--- src/rtl/cordic_pkg.sv ---
// Shared types and constants for the iterative CORDIC step engine.
// The arctangent ROM is scaled for 16-bit angles where 2^15 represents pi.
package cordic_pkg;

    typedef enum logic [1:0] {
        ST_IDLE = 2'd0,
        ST_ITER = 2'd1,
        ST_DONE = 2'd2
    } state_t;

    // {d,dn} direction codes from the decision unit
    localparam logic [1:0] DIR_SKIP = 2'b00;
    localparam logic [1:0] DIR_NEG  = 2'b01;
    localparam logic [1:0] DIR_POS  = 2'b10;
    localparam logic [1:0] DIR_ILL  = 2'b11;

    function automatic logic [15:0] atan_lut(input logic [3:0] idx);
        logic [15:0] val;
        case (idx)
            4'd0:    val = 16'd8192;
            4'd1:    val = 16'd4836;
            4'd2:    val = 16'd2555;
            4'd3:    val = 16'd1297;
            4'd4:    val = 16'd651;
            4'd5:    val = 16'd326;
            4'd6:    val = 16'd163;
            4'd7:    val = 16'd81;
            4'd8:    val = 16'd41;
            4'd9:    val = 16'd20;
            4'd10:   val = 16'd10;
            4'd11:   val = 16'd5;
            4'd12:   val = 16'd3;
            4'd13:   val = 16'd1;
            4'd14:   val = 16'd1;
            default: val = 16'd0;
        endcase
        return val;
    endfunction

endpackage

--- src/rtl/cordic_sat.sv ---
// Clamps a WIDTH+2 bit signed value into the WIDTH-bit signed range.
module cordic_sat
    import cordic_pkg::*;
#(
    parameter int WIDTH = 16
) (
    input  logic [WIDTH+1:0] i_val,
    output logic [WIDTH-1:0] o_val
);

    logic w_fits;

    // The value fits when the three top bits are pure sign extension
    assign w_fits = (i_val[WIDTH+1:WIDTH-1] == 3'b000) ||
                    (i_val[WIDTH+1:WIDTH-1] == 3'b111);

    always_comb begin
        o_val = i_val[WIDTH-1:0];
        if (!w_fits) begin
            if (i_val[WIDTH+1]) begin
                o_val = {1'b1, {(WIDTH-1){1'b0}}};
            end else begin
                o_val = {1'b0, {(WIDTH-1){1'b1}}};
            end
        end
    end

endmodule

--- src/rtl/cordic_step_engine.sv ---
// Register-and-arithmetic half of an iterative CORDIC: one shift-add
// micro-rotation per cycle, steered by an external direction-decision unit.
module cordic_step_engine
    import cordic_pkg::*;
#(
    parameter int WIDTH = 16,
    parameter int ITER  = 14
) (
    input  logic             clk,
    input  logic             rst_n,
    input  logic             start,
    input  logic [WIDTH-1:0] x_in,
    input  logic [WIDTH-1:0] y_in,
    input  logic [WIDTH-1:0] z_in,
    input  logic             d,
    input  logic             dn,
    output logic [3:0]       iter,
    output logic [3:0]       x_msb,
    output logic [3:0]       y_msb,
    output logic [2:0]       z_msb,
    output logic             busy,
    output logic             done,
    output logic             err,
    output logic [WIDTH-1:0] x_out,
    output logic [WIDTH-1:0] y_out,
    output logic [WIDTH-1:0] z_out
);

    localparam logic [3:0] LAST_ITER = 4'(ITER - 1);

    state_t r_state;
    state_t w_state_next;

    logic signed [WIDTH+1:0] r_xr;
    logic signed [WIDTH+1:0] r_yr;
    logic signed [WIDTH:0]   r_zr;
    logic [3:0]              r_iter;
    logic                    r_err;
    logic [WIDTH-1:0]        r_x_out;
    logic [WIDTH-1:0]        r_y_out;
    logic [WIDTH-1:0]        r_z_out;

    logic [1:0]              w_dir;
    logic signed [WIDTH+1:0] w_sh_x;
    logic signed [WIDTH+1:0] w_sh_y;
    logic signed [WIDTH:0]   w_atan;
    logic signed [WIDTH+1:0] w_xr_next;
    logic signed [WIDTH+1:0] w_yr_next;
    logic signed [WIDTH:0]   w_zr_next;
    logic                    w_illegal;
    logic                    w_load;
    logic                    w_last;
    logic [WIDTH+1:0]        w_z_ext;
    logic [WIDTH-1:0]        w_x_sat;
    logic [WIDTH-1:0]        w_y_sat;
    logic [WIDTH-1:0]        w_z_sat;

    assign w_dir  = {d, dn};
    assign w_last = (r_iter == LAST_ITER);
    assign w_load = start && (r_state != ST_ITER);

    always_ff @(posedge clk or negedge rst_n) begin
        if (!rst_n) begin
            r_state <= ST_IDLE;
        end else begin
            r_state <= w_state_next;
        end
    end

    always_comb begin
        w_state_next = r_state;
        case (r_state)
            ST_IDLE: if (start) w_state_next = ST_ITER;
            ST_ITER: if (w_last) w_state_next = ST_DONE;
            ST_DONE: w_state_next = start ? ST_ITER : ST_IDLE;
            default: w_state_next = ST_IDLE;
        endcase
    end

    always_comb begin
        w_sh_x    = r_xr >>> r_iter;
        w_sh_y    = r_yr >>> r_iter;
        w_atan    = $signed((WIDTH+1)'(atan_lut(r_iter)));
        w_xr_next = r_xr;
        w_yr_next = r_yr;
        w_zr_next = r_zr;
        w_illegal = 1'b0;
        case (w_dir)
            DIR_POS: begin
                w_xr_next = r_xr - w_sh_y;
                w_yr_next = r_yr + w_sh_x;
                w_zr_next = r_zr - w_atan;
            end
            DIR_NEG: begin
                w_xr_next = r_xr + w_sh_y;
                w_yr_next = r_yr - w_sh_x;
                w_zr_next = r_zr + w_atan;
            end
            DIR_ILL: w_illegal = 1'b1;
            default: ;
        endcase
    end

    // Results are taken from the post-update values so the final
    // micro-rotation lands in the outputs on the same edge that enters DONE.
    assign w_z_ext = {w_zr_next[WIDTH], w_zr_next};

    cordic_sat #(.WIDTH(WIDTH)) u_sat_x (.i_val(w_xr_next), .o_val(w_x_sat));
    cordic_sat #(.WIDTH(WIDTH)) u_sat_y (.i_val(w_yr_next), .o_val(w_y_sat));
    cordic_sat #(.WIDTH(WIDTH)) u_sat_z (.i_val(w_z_ext),   .o_val(w_z_sat));

    always_ff @(posedge clk or negedge rst_n) begin
        if (!rst_n) begin
            r_xr    <= '0;
            r_yr    <= '0;
            r_zr    <= '0;
            r_iter  <= '0;
            r_err   <= 1'b0;
            r_x_out <= '0;
            r_y_out <= '0;
            r_z_out <= '0;
        end else if (w_load) begin
            r_xr   <= {{2{x_in[WIDTH-1]}}, x_in};
            r_yr   <= {{2{y_in[WIDTH-1]}}, y_in};
            r_zr   <= {z_in[WIDTH-1], z_in};
            r_iter <= '0;
            r_err  <= 1'b0;
        end else if (r_state == ST_ITER) begin
            r_xr  <= w_xr_next;
            r_yr  <= w_yr_next;
            r_zr  <= w_zr_next;
            r_err <= r_err | w_illegal;
            if (w_last) begin
                r_x_out <= w_x_sat;
                r_y_out <= w_y_sat;
                r_z_out <= w_z_sat;
            end else begin
                r_iter <= r_iter + 4'd1;
            end
        end
    end

    assign iter  = r_iter;
    assign x_msb = r_xr[WIDTH+1:WIDTH-2];
    assign y_msb = r_yr[WIDTH+1:WIDTH-2];
    assign z_msb = r_zr[WIDTH:WIDTH-2];
    assign busy  = (r_state == ST_ITER);
    assign done  = (r_state == ST_DONE);
    assign err   = r_err;
    assign x_out = r_x_out;
    assign y_out = r_y_out;
    assign z_out = r_z_out;

endmodule

--- config.mk ---
export PLATFORM = sky130hd
export DESIGN_NAME = cordic_step_engine
export DESIGN_NICKNAME = d
export VERILOG_FILES = /design/src/rtl/cordic_pkg.sv /design/src/rtl/cordic_sat.sv /design/src/rtl/cordic_step_engine.sv
export SDC_FILE = /design/constraint.sdc
export NUM_CORES = 1
export LEC_CHECK = 0
export CORE_UTILIZATION = 59
export DETAILED_ROUTE_END_ITERATION = 8
export PLACE_DENSITY = 0.83
export SYNTH_ARGS = -nofsm -noshare
export SYNTH_HDL_FRONTEND = slang
export SYNTH_SLANG_ARGS = --single-unit
--- constraint.sdc ---
create_clock -name clk -period 5.98 [get_ports clk]
set_clock_uncertainty 0.1 [all_clocks]
set_input_delay 1.196 -clock clk [delete_from_list [all_inputs] [get_ports clk]]
set_output_delay 1.196 -clock clk [all_outputs]
set_load 0.01 [all_outputs]
# Word level (Yosys, flattened, before mapping)
# Memory sizes are Yosys's and may differ from the RTL's.
# Cells that the tools add are included.
# word_totals
regBits	108
rom_bits	224
input_bits	53
memories	1
# op_classes
add_sub_neg	7
eq_ne	13
shifts	2
mux	25
n_bitwise	2
reduce_logical	12
# memory_table
memory	words	word_bits	read_ports	rd_ports_with_merged_regs	write_ports	line	source
(no name shown)	16	14	1	0	0	cordic_pkg.sv:19	case (idx)
# op_table
op	count
2-to-1 mux 16 bit	6
2-to-1 mux 18 bit	4
one-hot mux 18 bit (2 select lines)	2
adder 18 bit	2
>>> shifter 18 x 4 -> 18 bit	2
subtractor 18 bit	2
2-to-1 mux 17 bit	2
one-hot mux 17 bit (2 select lines)	1
adder 17 bit	1
subtractor 17 bit	1
2-to-1 mux 4 bit	3
equality test 3 bit, second input constant	3
zero test 3 bit	3
equality test 2 bit, second input constant	3
one-hot mux 2 bit (3 select lines)	1
adder 4 x 1 -> 4 bit, second input constant	1
equality test 2 x 1 -> 1 bit, second input constant	2
equality test 4 bit, second input constant	1
2-to-1 mux 1 bit	4
2-to-1 mux 2 bit	2
inequality test 2 x 1 -> 1 bit, second input constant	2
inequality test 2 bit, second input constant	2
AND reduction 2 bit	2
logical OR 1 bit	3
other kinds (6)	6

# Logic depth before layout (Yosys ltp)
# Gate-level depths: netlist of run 1.
# depth
depth_word	6
mapped_depth	28
ltp_nobuf	23

# Hierarchy
# From an unflattened synthesis of run 1, not the netlist that was laid out.
# unflattened
cells_unflattened	1319
hier_area_um2	11254.5
# by_module_without_submodules
mod	instances	cells_each	area_per_inst_um2
cordic_step_engine	1	1157	10293.6
cordic_sat	3	54	320.3

# Worst setup path after synthesis of run 1
# OpenSTA, ideal clock, no wires.
# synth_timing
kind	register to register
from	register r_iter[2], in the netlist iter[2]
to	register r_x_out[10], in the netlist x_out[10]
setup_time_ns	0.066
t_arrival_ns	5.392
t_required_ns	5.814
setup_slack_ns	0.422
path_stages_with_launch	23
path_buffers	6
synth_period_minus_slack_ns	5.558
path_cell_list	dfrtp_1 -> buf_2 -> clkbuf_1 -> clkbuf_1 -> clkbuf_1 -> buf_1 -> o21ai_0 -> ha_1 -> nand2_1 -> o21ai_0 -> fa_1 -> a211o_1 -> a21oi_1 -> o21ai_0 -> a41o_1 -> o41a_1 -> a41oi_1 -> mux2i_1 -> nand2_1 -> nor2_1 -> a2111oi_2 -> buf_2 -> a221o_1
# synth_via
elab_chain_len	6
# synth_rtl
item	line	source
start, declared	cordic_step_engine.sv:37	logic [3:0] r_iter;
start signal, assigned	cordic_step_engine.sv:138	r_iter <= r_iter + 4'd1;
>>> shifter 18 x 4 -> 18 bit	cordic_step_engine.sv:82	w_sh_y = r_yr >>> r_iter;
adder 18 bit or subtractor 18 bit (tied branches)	cordic_step_engine.sv:95, cordic_step_engine.sv:90	
one-hot mux 18 bit (2 select lines)	cordic_step_engine.sv:88	case (w_dir)
equality test 3 bit or zero test 3 bit (tied branches)	cordic_sat.sv:15, cordic_sat.sv:14	
logical OR 1 bit	cordic_sat.sv:14	assign w_fits = (i_val[WIDTH+1:WIDTH-1] == 3'b000) ||
2-to-1 mux 16 bit	cordic_sat.sv:19	if (!w_fits) begin
end signal, assigned	cordic_step_engine.sv:134	r_x_out <= w_x_sat;
end, declared	cordic_step_engine.sv:39	logic [WIDTH-1:0] r_x_out;
# Parallel ways exist; a longest one is shown, timed or not.
# A chain may end at the register's enable or synchronous reset.

# Final worst setup path of run 1
# layout_timing
from	register r_iter[0], in the netlist iter[0]
to	register r_x_out[14], in the netlist x_out[14]
# The elaborated chain is that of the path after synthesis.

==> summary.txt, run 1 <==
CTS
  • Clk buf depth: 2
  • Clock transition at path regs: about 0.08 ns
  • Clk sinks: approximately 110
  • Later-pin clock latency in the skew report: roughly 0.37 ns
  • Root cell of the clock tree: clkbuf_16
  • CTS tree: yes
  • CTS Buf Count: 9
  • Htree depth: 3

Synthesis
  • Library cells used by synthesis: 87
  • Mapped cell area: between 10,000 and 15,000 um^2
  • Yosys top cell area share: about 25%
  • Cell count after synthesis: between 1,000 and 1,500
  • Post-Syn Nets: 1,383
  • Count of state elements after synthesis: between 100 and 150
  • Leading post-synthesis cells by cell area: dfrtp_1 (25%), mux2i_1 (7.4%), ha_1 (7.3%), o21ai_0 (6.3%), nand2_1 (5.7%)
  • Asr flop ratio synth: 100%
  • EDFF count, synth: 0
  • Predominant post-synthesis flop cell: dfrtp_1
  • Avg Inst Size Synth: ~8.6 um^2
  • Register area share after synthesis: between 20% and 30%
  • Synth warn: 0
  • Yosys top cell by area: dfrtp_1

Critical path
  • Endpoint class of the critical path: register
  • Crit-path max FO: 15
  • CP arrival: between 5 and 6 ns
  • CP Launch Type: register
  • Critical path class: register to register
  • WP data required: about 6.1 ns
  • Reg2reg path depth: 19

GRT
  • Global route overflow: 0
  • First-pass GRT wire length: approximately 48,000 um
  • Vias in the first global route: between 9,000 and 10,000
  • Largest net degree at the start of global routing: 90
  • Antenna violations before repair: 0
  • GRT Total Usage: 32.9%

Place
  • HPWL Detailed: 22,500 um
  • Post-Place Worst Slack: -0.0501 ns
  • GP Congestion: 0.955
  • Port Buf Inserts: around 120
  • Cell Area, Placed: between 10,000 and 15,000 um^2

STA
  • Worst-Margin Slew: 0.845 ns
  • Minimum hold slack: about 0.38 ns
  • Hold Fails Final Rpt: 0
  • FMAX: about 180 MHz
  • Final setup violation count: 0
  • Worst slew margin: a little over two fifths
  • Fin crit share: between 90 and 100%
  • Fin crit period: 5.70 ns
  • Worst Setup Slack, final: between 0.2 and 0.3 ns
  • RSZ-0062 raised after global routing: no
  • Slew Viols, Final: 0

Cells and area
  • FF/Latch Area: roughly 2700 um^2
  • Diode count: 0
  • Post-route core utilization: 69.4%
  • Syn-to-layout area delta: 15.1%
  • Fin area: around 13,000 um^2
  • Leading cell type in the layout, fill and taps excluded: nand2_1
  • Area of the multi-input gates: 7570 um^2
  • Commonest non-fill, non-tap cells in the layout: nand2_1 (166), o21ai_0 (136), clkdlybuf4s50_1 (116)
  • Share of cells above drive strength 1: 10.8%
  • Fillers: around 1,500
  • Nets: about 1,500

Outcome
  • Status: finished, violations left
  • Failing checks: DRC

Route
  • Vias post-DR: roughly 10,000
  • DRC Markers: 1
  • Post-route ant nets: 0
  • Initial detailed-routing violation count: between 900 and 1,000
  • Drt total wl: 30,300 um
  • 1st-pass router iterations: 8
  • Drt wl/cell: approximately 19 um
  • Routed vias/inst: approximately 6.4

Floorplanning
  • I/O pin count: approximately 120
  • Die X: between 100 and 150 um
  • Initial Util: between 60% and 70%
  • Cell row count: 49
  • Die ar.: between 15,000 and 20,000 um^2
  • Die Ht: ~140 um
  • Core ar.: approximately 18,000 um^2

Flow run
  • Max-Cap Viols: 0

Min path
  • Hold path depth: 2
  • Worst hold-check path type: register to register
==> flip-flops by register name, indices dropped and copies added, names as in the netlist <==
register and count:
r_zr 17, x_out 16, r_state 2, z_out 16, y_out 16, iter 4, r_yr 18, err 1
r_xr 18
==> metal layers <==
| metal | global-route usage (%) | wire length, um |
|---|---|---|
| met1 | 44.5 | 13500 |
| met4 | 11.2 | 847 |
| met3 | 6.36 | 2240 |
| met2 | 52.3 | 13800 |
| met5 | 0 | 0 |
==> synth_stat cells (13+ instances only) <==
| cell type | instances |
|---|---|
| nand2_1 | 166 |
| o21ai_0 | 137 |
| dfrtp_1 | 108 |
| a21oi_1 | 89 |
| mux2i_1 | 80 |
| nor2_1 | 78 |
| ha_1 | 63 |
| xnor2_1 | 49 |
| clkbuf_1 | 45 |
| xor2_1 | 33 |
| a221o_1 | 32 |
| nor2b_1 | 27 |
| mux2_2 | 23 |
| mux4_2 | 23 |
| inv_1 | 21 |
| nor3_1 | 20 |
| a31oi_1 | 17 |
| buf_4 | 15 |
| a211oi_1 | 13 |
| and2_1 | 13 |
| nand3_1 | 13 |
==> logic make-up after synthesis <==
family / Yosys count / synth area share [%]
AOI/OAI and AO/OA: 383 / 22.7
xor gates and xnor gates: 84 / 6.91
adders and majority gates: 74 / 8.55
buffers and inverters: 120 / 5.78
DFF: 108 / 24.9
muxes: 135 / 16.2
and+or+nand+nor: 360 / 15.0
==> path summary, 6_finish.rpt <==
kind,from,end,slack [ns]
setup / recovery,iter[0]$_DFFE_PN0P_,x_out[14]$_DFFE_PN0P_,0.28
hold / removal,z_out[12]$_DFFE_PN0P_,z_out[12]$_DFFE_PN0P_,0.38
setup reg to reg,iter[0]$_DFFE_PN0P_,x_out[14]$_DFFE_PN0P_,0.28
hold reg to reg,z_out[12]$_DFFE_PN0P_,z_out[12]$_DFFE_PN0P_,0.38
max in group asynchronous,rst_n,iter[3]$_DFFE_PN0P_,3.83
min in group asynchronous,rst_n,r_zr[0]$_DFFE_PN0P_,0.82
==> per-stage QoR <==
| step | TNS, ns | std cells |
|---|---|---|
| global placement | 0 | 1560 |
| detailed placement | -0.474 | 1560 |
| global route | 0 | 1578 |
| finish | 0 | 1578 |
| floorplan | 0 | 1264 |
| CTS | 0 | 1576 |
==> what timing repair did <==
action,CTS,global route
hold buffers,0,0
setup endpoints to repair,0,38
resized for setup,0,7
setup buffers,0,2
==> final cells by class <==
class	instances	share of cell area, %
clock buffers	11	2.02
repair buffers	162	12.4
clock inverters	5	0.340
flip-flops and latches	108	21.7
well taps	229	2.29
multi-input cells	1036	60.5
inverters	27	0.811
==> critical path: stages, from the launching register on <==
cell	delay [ns]
dfrtp_2	0.47
buf_4	0.23
mux4_1	0.64
mux2i_1	0.22
o211ai_1	0.20
o32ai_1	0.37
and2_1	0.22
a21oi_1	0.09
xnor2_1	0.28
ha_1	0.33
a21oi_1	0.13
o21ai_0	0.12
a41o_1	0.28
o41a_1	0.36
a41oi_1	0.33
mux2i_1	0.24
nand2_1	0.11
a32oi_1	0.29
a21oi_4	0.19
a221o_1	0.37
Power of run 1 is not shown: default switching activity piles up to over one toggle a cycle in this logic, so the estimate is an artifact.
==> run 2, diff against run 1 <==
- SLEW_MARGIN: default -> 25
==> results of run 2 <==
The final DEF is identical to that of run 1; final timing and power are the same.
Power of run 2 is left out for the same reason.
